<file path="config.mk">
export PLATFORM = sky130hd
export DESIGN_NAME = tally_reporter
export DESIGN_NICKNAME = d
export VERILOG_FILES = /design/src/rtl/tally_reporter.sv
export SDC_FILE = /design/constraint.sdc
export NUM_CORES = 1
export LEC_CHECK = 0
export ABC_AREA = 0
export CAP_MARGIN = 20
export CORE_MARGIN = 2
export CORE_UTILIZATION = 40
export DETAILED_ROUTE_END_ITERATION = 7
export HOLD_SLACK_MARGIN = 0.08
export PLACE_DENSITY = 0.7
export SYNTH_ARGS = -nofsm -noshare
export SYNTH_HDL_FRONTEND = slang
export SYNTH_SLANG_ARGS = --single-unit
</file>
<file path="constraint.sdc">
create_clock -name clock -period 2.98 [get_ports clock]
set_clock_uncertainty 0.15 [all_clocks]
set_input_delay 0.298 -clock clock [delete_from_list [all_inputs] [get_ports clock]]
set_output_delay 0.298 -clock clock [all_outputs]
set_load 0.05 [all_outputs]
</file>
<file path="src/rtl/tally_reporter.sv">
// tally_reporter: snapshots four candidate counts on a tally-mode report
// request, picks the winner with a one-candidate-per-cycle compare, and
// streams a 7-byte result frame over a valid/ready byte link.
//
//   state  | meaning
//   -------+-------------------------------------------------------------
//   IDLE   | waiting for report_req with mode=1
//   CMP    | four cycles, one snapshot examined per cycle against max
//   FMT    | publish winner/tie, build status byte and checksum
//   SEND   | stream HEADER, snap1..4, status, checksum; done after last
module tally_reporter #(
  parameter logic [7:0] HEADER = 8'hA5,
  parameter int         CNT_W  = 8
) (
  input  logic             clock,
  input  logic             reset,
  input  logic             mode,
  input  logic             report_req,
  input  logic [CNT_W-1:0] cand1_vote,
  input  logic [CNT_W-1:0] cand2_vote,
  input  logic [CNT_W-1:0] cand3_vote,
  input  logic [CNT_W-1:0] cand4_vote,
  output logic [7:0]       out_data,
  output logic             out_valid,
  input  logic             out_ready,
  output logic             busy,
  output logic             done,
  output logic [2:0]       winner_id,
  output logic             tie
);

  typedef enum logic [1:0] {
    S_IDLE = 2'd0,
    S_CMP  = 2'd1,
    S_FMT  = 2'd2,
    S_SEND = 2'd3
  } state_t;

  state_t                  state, state_n;
  logic [3:0][CNT_W-1:0]   snap, snap_n;
  logic [CNT_W-1:0]        max_cnt, max_cnt_n;
  logic [1:0]              idx, idx_n;
  logic [2:0]              win_acc, win_acc_n;
  logic                    tie_acc, tie_acc_n;
  logic [7:0]              byte5, byte5_n;
  logic [7:0]              chk, chk_n;
  logic [2:0]              byte_idx, byte_idx_n;
  logic [7:0]              out_data_n;
  logic                    out_valid_n;
  logic                    busy_n;
  logic                    done_n;
  logic [2:0]              winner_id_n;
  logic                    tie_n;

  // Scratch values used inside the next-state logic.
  logic [CNT_W-1:0]        cur;
  logic                    hit;
  logic [2:0]              win_pub;
  logic                    tie_pub;
  logic [7:0]              b5_pub;
  logic [2:0]              nxt_idx;
  logic [7:0]              nxt_byte;

  // State and datapath register; every output comes straight from here.
  always_ff @(posedge clock) begin
    if (reset) begin
      state     <= S_IDLE;
      snap      <= '0;
      max_cnt   <= '0;
      idx       <= '0;
      win_acc   <= '0;
      tie_acc   <= 1'b0;
      byte5     <= '0;
      chk       <= '0;
      byte_idx  <= '0;
      out_data  <= '0;
      out_valid <= 1'b0;
      busy      <= 1'b0;
      done      <= 1'b0;
      winner_id <= '0;
      tie       <= 1'b0;
    end else begin
      state     <= state_n;
      snap      <= snap_n;
      max_cnt   <= max_cnt_n;
      idx       <= idx_n;
      win_acc   <= win_acc_n;
      tie_acc   <= tie_acc_n;
      byte5     <= byte5_n;
      chk       <= chk_n;
      byte_idx  <= byte_idx_n;
      out_data  <= out_data_n;
      out_valid <= out_valid_n;
      busy      <= busy_n;
      done      <= done_n;
      winner_id <= winner_id_n;
      tie       <= tie_n;
    end
  end

  // Next-state, compare, frame formatting and byte sequencing.
  always_comb begin
    state_n     = state;
    snap_n      = snap;
    max_cnt_n   = max_cnt;
    idx_n       = idx;
    win_acc_n   = win_acc;
    tie_acc_n   = tie_acc;
    byte5_n     = byte5;
    chk_n       = chk;
    byte_idx_n  = byte_idx;
    out_data_n  = out_data;
    out_valid_n = out_valid;
    done_n      = 1'b0;
    winner_id_n = winner_id;
    tie_n       = tie;

    cur      = snap[idx];
    hit      = (max_cnt != '0);
    win_pub  = hit ? win_acc : 3'd0;
    tie_pub  = hit & tie_acc;
    b5_pub   = {tie_pub, 4'b0000, win_pub};
    nxt_idx  = byte_idx + 3'd1;
    nxt_byte = HEADER;

    // Byte that follows the one currently being offered.
    case (nxt_idx)
      3'd1:    nxt_byte = snap[0];
      3'd2:    nxt_byte = snap[1];
      3'd3:    nxt_byte = snap[2];
      3'd4:    nxt_byte = snap[3];
      3'd5:    nxt_byte = byte5;
      3'd6:    nxt_byte = chk;
      default: nxt_byte = HEADER;
    endcase

    case (state)
      S_IDLE: begin
        if (report_req && mode) begin
          snap_n    = {cand4_vote, cand3_vote, cand2_vote, cand1_vote};
          max_cnt_n = '0;
          idx_n     = '0;
          win_acc_n = '0;
          tie_acc_n = 1'b0;
          state_n   = S_CMP;
        end
      end

      S_CMP: begin
        // Strict greater-than keeps the lowest index on equal counts.
        if (cur > max_cnt) begin
          max_cnt_n = cur;
          win_acc_n = {1'b0, idx} + 3'd1;
          tie_acc_n = 1'b0;
        end else if ((cur == max_cnt) && hit) begin
          tie_acc_n = 1'b1;
        end
        idx_n = idx + 2'd1;
        if (idx == 2'd3) begin
          state_n = S_FMT;
        end
      end

      S_FMT: begin
        winner_id_n = win_pub;
        tie_n       = tie_pub;
        byte5_n     = b5_pub;
        chk_n       = HEADER ^ snap[0] ^ snap[1] ^ snap[2] ^ snap[3] ^ b5_pub;
        byte_idx_n  = '0;
        out_data_n  = HEADER;
        out_valid_n = 1'b1;
        state_n     = S_SEND;
      end

      S_SEND: begin
        // Without a handshake everything holds, so a stalled byte stays put.
        if (out_valid && out_ready) begin
          if (byte_idx == 3'd6) begin
            out_valid_n = 1'b0;
            done_n      = 1'b1;
            state_n     = S_IDLE;
          end else begin
            byte_idx_n = nxt_idx;
            out_data_n = nxt_byte;
          end
        end
      end

      default: begin
        state_n = S_IDLE;
      end
    endcase

    busy_n = (state_n != S_IDLE);
  end

endmodule

</file>
==> results list, run 1 <==
- Gr ovfl total: 0
- Largest driver fanout on the critical path: 12
- Max IR drop VDD: 0.225 mV
- Of the post-synthesis cell area, the part taken by muxes is 0.0907.
* Largest stage delay on the critical path: 580 ps
- The via count of the first global-routing pass was 3252.
- CTS built an H-tree with a depth of 3.
- Critical path startpoint: idx[0]$_SDFFE_PP0P_
* Nets in the synthesized netlist: 495
- Data arrival time of the worst path: 2860 ps
- For this block, the initial DRC count from the detailed router was 187.
- Fraction of registers with async set/reset: 0
- The number of antenna violations at the first check in global routing came to 0.
* Cell occurring most often along the worst timing path: buf_4
- Commonest cells after routing, fill and taps aside: nand2_1 (104), dfxtp_1 (74), a21oi_1 (52), clkdlybuf4s50_1 (50), nor2_1 (27)
- Number of flip-flops and latches in the synthesized netlist: 74
- Global placement routability congestion: 0.906
- Number of buffers inserted for hold repair after clock tree synthesis: 0
- Once the clock tree was built, the setup fixing pass inserted 0 buffers.
- Max-capacitance violation count: 0
- The library cell used most frequently in the layout, excluding fill and tap cells, is nand2_1.
* Standard-cell rows: 35
- Initial core utilization: 0.411
- The count of nets left with antenna violations once routing finished came out at 0.
- Wire length of the first global-routing pass: 15500 um
* Number of different library cells in the post-synthesis netlist: 43
* Worst hold path type: in -> reg
- The clock reaches the later pin of the worst-skew pair after 360 ps.
* Routed vias: 3305
- Pin slew with the least headroom to its limit: 594 ps
- Number of buffers inserted by port buffering: 51
- Synthesized area: 3780 sq um
- Derived from the worst setup path, the maximum achievable clock frequency is 0.366 GHz.
- Area fraction in compound gates after synthesis: 0.171
- Buffers inserted during clock tree synthesis total 9.
- The clock passes through at most 2 buffers.
- XOR/XNOR Fraction of Synth Area: 0.0715
* Power per Cell Area: 484 nW/um^2
- The endpoint identified for the worst register-to-register timing path is max_cnt[3]$_SDFFE_PP0P_.
- The share of total power dissipated in sequential elements is 0.469.
* Arithmetic-cell share of the synthesized area counting full adders, half adders and majority gates: 0.0497
- Each instance of the synthesized netlist takes up on average 8.53 sq um.
- TritonCTS built the clock tree.
- Summed over all nets, the switching power comes to 0.534 mW.
- The net count of the finished layout is 538.
- The smallest clock period supported by the final layout is computed as 2730 ps.
- Critical path cell sequence: buf_4 -> mux4_2 -> ha_1 -> nand4_1 -> nor2_1 -> a21oi_1 -> o21ai_1 -> buf_4 -> mux2i_1
- Dominant combinational cell family by area after synthesis: simple AND/OR/NAND/NOR gates
* Post-Layout Cell Count: 601
- Counting flops with a built-in enable in the synthesized netlist gives 0.
- The worst register-to-register path has a depth of 9.
* DRC errors left: 0
- Final Routed Wirelength: 9530 um
- Internal power comes to 1.71 mW.
* ANT cells: 0
* Reg2reg start: idx[0]$_SDFFE_PP0P_
* DIE AREA: 10200 sq um
- Of the total synthesized cell area, the portion taken by AND, OR, NAND and NOR gates is 0.181.
- Tightest slew margin relative to the limit: 0.602
- Number of warnings printed during yosys synthesis: 0
- The slowest stage of the critical path is the mux4_2 cell.
- Leakage: 1.61 nW
* Vias per Instance: 5.50
- Endpoint required time on the critical path: 3110 ps
* Layout overhead on the synthesized area: 22.4%
- Run status: finished, final reports clean
- All-layer global routing usage: 0.194
- Combinational share of power: 0.119
- Number of top-level pins: 52
- Floorplan die height: 101 um
- Setup repair after global routing left no endpoint under its margin.
- Most used flip-flop cell after synthesis: dfxtp_1
- Sum of net half-perimeters after detailed placement: 6950 um
- Entering global routing, the biggest net connects 33 pins.
* Ratio of cells with drive above 1 in the final layout: 0.0796
- The setup path with the least slack is of type reg -> reg.
* Placement-stage cell area: 4370 sq um
* Clock root buffer master: clkbuf_8
* Sequential-to-total area share from yosys stat: 0.392
- The first detailed-routing pass took 6 iterations.
* WHS: 228 ps
- Die boundary width: 101 um
- Number of resized instances in the post-cts repair step: 0
- Switching power share of the total: 0.239
* Clk network pwr share: 0.412
* Cells after DPL: 585
- Synthesis handed over a netlist of 443 instances.
- Flop2flop setup slack: 250 ps
- The critical path ends at max_cnt[3]$_SDFFE_PP0P_.
- The worst setup path is launched from a register.
- The number of endpoints with negative hold slack in the final report is 0.
- The tree built by TritonCTS fans out to 74 sinks.
- Setup violations, final: 0
- After routing, the total negative slack on setup checks comes to 0 ps.
- Count of pins over their slew limit: 0
- The finished cells cover 4630 sq um.
* Clock transition at the register clock pins on the worst setup and hold paths after CTS: 90 ps
- Per-cell routed wire length: 15.9 um
- Dividing the final minimum period by the clock period gives 0.916.
* Core outline area: 9200 sq um
- The worst setup path is captured at a register.
## cell families after synthesis
logic type	Yosys count
and+or+nand+nor	163
xor gates and xnor gates	30
muxes	24
adders and majority gates	15
buffers and inverters	40
AOI/OAI and AO/OA	97
DFF	74
## metal layers
layer / global-route usage / vias up / wire length, um
met5: 0 / - / 0
met4: 0.0873 / 0 / 226
met3: 0.0345 / 16 / 599
met2: 0.319 / 125 / 4610
met1: 0.250 / 1545 / 4090
li1: - / 1619 / -
## cell type report
type / count / area, sq um
repair buffers: 60 / 593
clock buffers: 10 / 128
clock inverters: 5 / 104
inverters: 12 / 45.0
multi-input cells: 329 / 2140
well taps: 111 / 139
flip-flops and latches: 74 / 1480
fillers: 869 / 4570
## synth_stat cells (all sizes together) (5+ instances only)
| master | count | area, sq um |
|---|---|---|
| nand2 | 104 | 390 |
| dfxtp | 74 | 1480 |
| a21oi | 52 | 260 |
| nor2 | 27 | 101 |
| xnor2 | 26 | 235 |
| clkbuf | 16 | 61.3 |
| ha | 15 | 188 |
| mux2i | 14 | 140 |
| a221oi | 12 | 105 |
| buf | 12 | 60.1 |
| inv | 12 | 45.0 |
| a211oi | 11 | 87.6 |
| nand2b | 11 | 68.8 |
| mux4 | 8 | 180 |
| a22oi | 5 | 37.5 |
| nor2b | 5 | 31.3 |
## metrics by stage
step | utilization | setup slack [ps] | power [mW]
2_1_floorplan | - | 316 | 1.24
6_report | 0.503 | 251 | 2.24
3_5_place_dp | 0.475 | 269 | 1.33
5_1_grt | 0.503 | 35.7 | 2.32
4_1_cts | 0.500 | 274 | 2.24
3_3_place_gp | 0.475 | 380 | 1.33
## state kept, by name, indices dropped and copies added, names as in the netlist, 2 cells and up
name	count
snap	32
chk	8
max_cnt	8
out_data	8
byte_idx	3
win_acc	3
idx	2
state	2
winner_id	2
## power by group through the flow
stage	Sequential, mW	Clock [mW]	Combinational, mW
2_1_floorplan	1.06	0	0.176
3_3_place_gp	1.07	0	0.257
3_5_place_dp	1.07	0	0.261
4_1_cts	1.05	0.931	0.263
5_1_grt	1.05	0.975	0.294
6_report	1.05	0.923	0.267
## worst max-delay path, delay by kind of cell (launching register included)
family | cells | cell delay, ps
simple gates | 2 | 300
buf+inv | 2 | 490
mux | 2 | 820
fa+ha+maj | 1 | 330
flops | 1 | 310
compound gates | 2 | 270
## worst min path at each step
stage                                    from                  endpoint  slack (ps)  cells past startpoint
after CTS                               reset  out_data[1]$_SDFFE_PP0P_         220                      2
after floorplan           chk[5]$_SDFFE_PP0P_       chk[5]$_SDFFE_PP0P_         280                      2
final                                   reset  out_data[1]$_SDFFE_PP0P_         230                      2
after global placement    chk[5]$_SDFFE_PP0P_       chk[5]$_SDFFE_PP0P_         300                      2
after detailed placement  chk[5]$_SDFFE_PP0P_       chk[5]$_SDFFE_PP0P_         300                      2
after global routing                    reset  out_data[1]$_SDFFE_PP0P_         250                      2
Note: power is estimated with default switching activity, not from simulation.
==> run 2, diff against run 1 <==
--- a/config.mk
+++ b/config.mk
@@ -10,8 +10,9 @@
 export CORE_MARGIN = 2
 export CORE_UTILIZATION = 40
 export DETAILED_ROUTE_END_ITERATION = 7
+export GPL_ROUTABILITY_DRIVEN = 0
 export HOLD_SLACK_MARGIN = 0.08
-export PLACE_DENSITY = 0.7
+export PLACE_DENSITY_LB_ADDON = 0.05
 export SYNTH_ARGS = -nofsm -noshare
 export SYNTH_HDL_FRONTEND = slang
 export SYNTH_SLANG_ARGS = --single-unit
==> run 2 against run 1 <==
  * Register-to-register slack better by 50 ps
  * Worst hold slack gained 84 ps
  * Total power is 4.8% lower
  * Maximum frequency up 1.8%
  * Cell area rose by 0.16%
  * Global-route usage rose by 1.7 points
  * Clock-buffer cell count increased by 2
  * Core utilization up 0.082 points
  * Combinational power rose by 4%
  * Routed wire length up 6.2%
  * Die area stayed put
  * Critical endpoint is now max_cnt[2]$_SDFFE_PP0P_
==> results list, run 2 (synthesis gave the netlist of run 1 again) <==
- The effective utilization at floorplan was 0.411 (unchanged).
- The power density normalized to cell area came to 460 nW/um^2 (was 484 nW/um^2).
- The wire length of the first global-routing pass was 16500 um (was 15500 um).
* All-layer global routing usage: 0.211 (was 0.194)
* Routed vias: 3190 (was 3305)
- Setup violations, final: 0 (unchanged)
* Data arrival time of the worst path: 2810 ps (was 2860 ps)
* Post-Layout Cell Count: 606 (was 601)
* Reg2reg start: idx[0]$_SDFFE_PP0P_ (unchanged)
- The number of H-tree levels was 3 (unchanged).
- TritonCTS clock tree: done (unchanged)
- The origin of the worst setup path was idx[0]$_SDFFE_PP0P_ (unchanged).
- Max FFs per register: 32 (unchanged)
* Layout overhead on the synthesized area: 22.6% (was 22.4%)
* ANT cells: 0 (unchanged)
- TritonCTS Sinks: 74 (unchanged)
- Sum of net half-perimeters after detailed placement: 7550 um (was 6950 um)
* Commonest cells after routing, fill and taps aside: nand2_1 (104), dfxtp_1 (74), a21oi_1 (52), clkdlybuf4s50_1 (50), nor2_1 (27) (unchanged)
- The share of power burned in combinational logic came to 0.130 (was 0.119).
* Terminus of the critical flop-to-flop path: max_cnt[2]$_SDFFE_PP0P_ (was max_cnt[3]$_SDFFE_PP0P_)
- Reg2reg path depth: 8 (was 9)
* Standard-cell rows: 35 (unchanged)
* Internal portion of total power: 1.59 mW (was 1.71 mW)
* Most common library cell in the layout ignoring fill and taps: nand2_1 (unchanged)
* Total power after layout: 2.13 mW (was 2.24 mW)
- Number of global-route vias before repair: 3088 (was 3252)
- Max IR drop VDD: 0.228 mV (was 0.225 mV)
* DRC errors left: 0 (unchanged)
- Clock transition at the register clock pins on the worst setup and hold paths after CTS: 80 ps (was 90 ps)
- Core outline area: 9200 sq um (unchanged)
* Antenna violations before repair: 0 (unchanged)
- Run status: finished, final reports clean (unchanged)
- Worst slack at placement: 189 ps (was 269 ps)
* Critical path endpoint category: register (unchanged)
- The post-placement cell count is 590 (was 585).
- Ratio of cells with drive above 1 in the final layout: 0.0909 (was 0.0796)
- Min cycle time layout: 2680 ps (was 2730 ps)
- The max-slew violation count came to 0 (unchanged).
- The total of fill cells in the finished design came to 926 (was 869).
- The post-CTS setup repair buffer count came to 0 (unchanged).
- Number of buffers on the longest clock path: 2 (unchanged)
* Largest register by flop count: snap (unchanged)
- Final cell utilization of the core: 0.504 (was 0.503)
* Switching power share of the total: 0.255 (was 0.239)
- Per-cell routed wire length: 16.7 um (was 15.9 um)
* Final hold violation count: 0 (unchanged)
* Largest driver fanout on the critical path: 12 (unchanged)
- Floorplan die height: 101 um (unchanged)
* Pin slew with the least headroom to its limit: 875 ps (was 594 ps)
- The internal reg-to-reg setup slack came to 300 ps (was 250 ps).
- Tightest slew margin relative to the limit: 0.417 (was 0.602)
- Sequential Power Share: 0.492 (was 0.469)
- Worst hold path type: reg -> reg (was in -> reg)
- The remaining number of nets flagged by the antenna check after routing came to 0 (unchanged).
* Pin count of the biggest net entering global routing: 51 (was 33)
* Switching power of the nets: 0.544 mW (was 0.534 mW)
- DIE AREA: 10200 sq um (unchanged)
- The number of buffers added to fix hold violations after cts is 0 (unchanged).
- The setup TNS after final layout was 0 ps (unchanged).
- Max-capacitance violation count: 0 (unchanged)
- The total CTS buffers is 9 (unchanged).
- Nature of the critical path startpoint: register (unchanged)
* Gr ovfl total: 0 (unchanged)
* Number of resized instances in the post-cts repair step: 0 (unchanged)
* Clk network pwr share: 0.378 (was 0.412)
* Nets: 542 (was 538)
* Number of search-and-repair iterations in the first detailed-routing pass: 4 (was 6)
- Leakage: 1.62 nW (was 1.61 nW)
- The maximum clock rate was 0.373 GHz (was 0.366 GHz).
- Clock root buffer master: clkbuf_8 (unchanged)
- Share of the clock period used by the worst path after layout: 0.900 (was 0.916)
- Endpoint required time on the critical path: 3110 ps (about the same)
* Critical Path Sink: max_cnt[2]$_SDFFE_PP0P_ (was max_cnt[3]$_SDFFE_PP0P_)
- Initial drt markers: 182 (was 187)
- The die extent in x was 101 um (unchanged).
- The detailed-route wire length was 10100 um (was 9530 um).
- The quantity of I/O buffers inserted on ports came to 51 (unchanged).
- Start-to-end type of the worst setup path: reg -> reg (unchanged)
- The via count normalized by instance count came to 5.26 (was 5.50).
* Minimum setup slack in the final design: 299 ps (was 251 ps)
- The number of I/O pins came to 52 (unchanged).
- The worst hold path startpoint is chk[5]$_SDFFE_PP0P_ (was reset).
- Setup repair after global routing missed its margin: no (unchanged)
* Worst-Skew Late Latency: 350 ps (was 360 ps)
-- run 2: how the worst min path moves through the flow --
stage,endpoint,slack [ps],cells past startpoint
2_1_floorplan,chk[5]$_SDFFE_PP0P_,280,2
3_3_place_gp,chk[5]$_SDFFE_PP0P_,300,2
3_5_place_dp,chk[5]$_SDFFE_PP0P_,300,2
4_1_cts,chk[5]$_SDFFE_PP0P_,310,2
5_1_grt,snap[20]$_SDFFE_PP0P_,330,3
6_report,chk[5]$_SDFFE_PP0P_,310,2
-- run 2: power groups by stage --
stage / Sequential (mW) / Clock, mW / Combinational (mW)
after CTS: 1.05 / 0.831 / 0.279
final: 1.05 / 0.807 / 0.277
after global placement: 1.07 / 0 / 0.266
after floorplan: 1.06 / 0 / 0.176
after detailed placement: 1.07 / 0 / 0.277
after global routing: 1.05 / 0.874 / 0.307
-- run 2: stage by stage --
stage | hold WS [ps] | cell area, sq um
finish | 312 | 4630
global route | 325 | 4630
CTS | 313 | 4630
detailed placement | 301 | 4420
global placement | 295 | 4400
floorplan | 282 | 3780
-- run 2: critical path, cell delays in order (launching register included) --
cell and delay [ps]:
dfxtp_1 310, buf_4 220, mux4_2 570, ha_1 310
a21oi_1 160, o2111ai_1 150, o21ai_2 300, buf_4 250
mux2i_1 200
-- run 2: metal layers --
layer | vias to the layer above | track usage | part of all wire
met4 | 0 | 0.0530 | 0.010
met5 | - | 0 | 0
met2 | 63 | 0.340 | 0.47
met3 | 9 | 0.0400 | 0.048
li1 | 1624 | - | -
met1 | 1494 | 0.294 | 0.47
-- run 2: layout make-up --
type | count | area, sq um | share of cell area
Multi-Input combinational cell | 329 | 2140 | 0.462
Sequential cell | 74 | 1480 | 0.320
Timing Repair Buffer | 64 | 623 | 0.134
Clock buffer | 12 | 155 | 0.0335
Tap cell | 111 | 139 | 0.0300
Clock inverter | 4 | 50.0 | 0.0108
Inverter | 12 | 45.0 | 0.00972
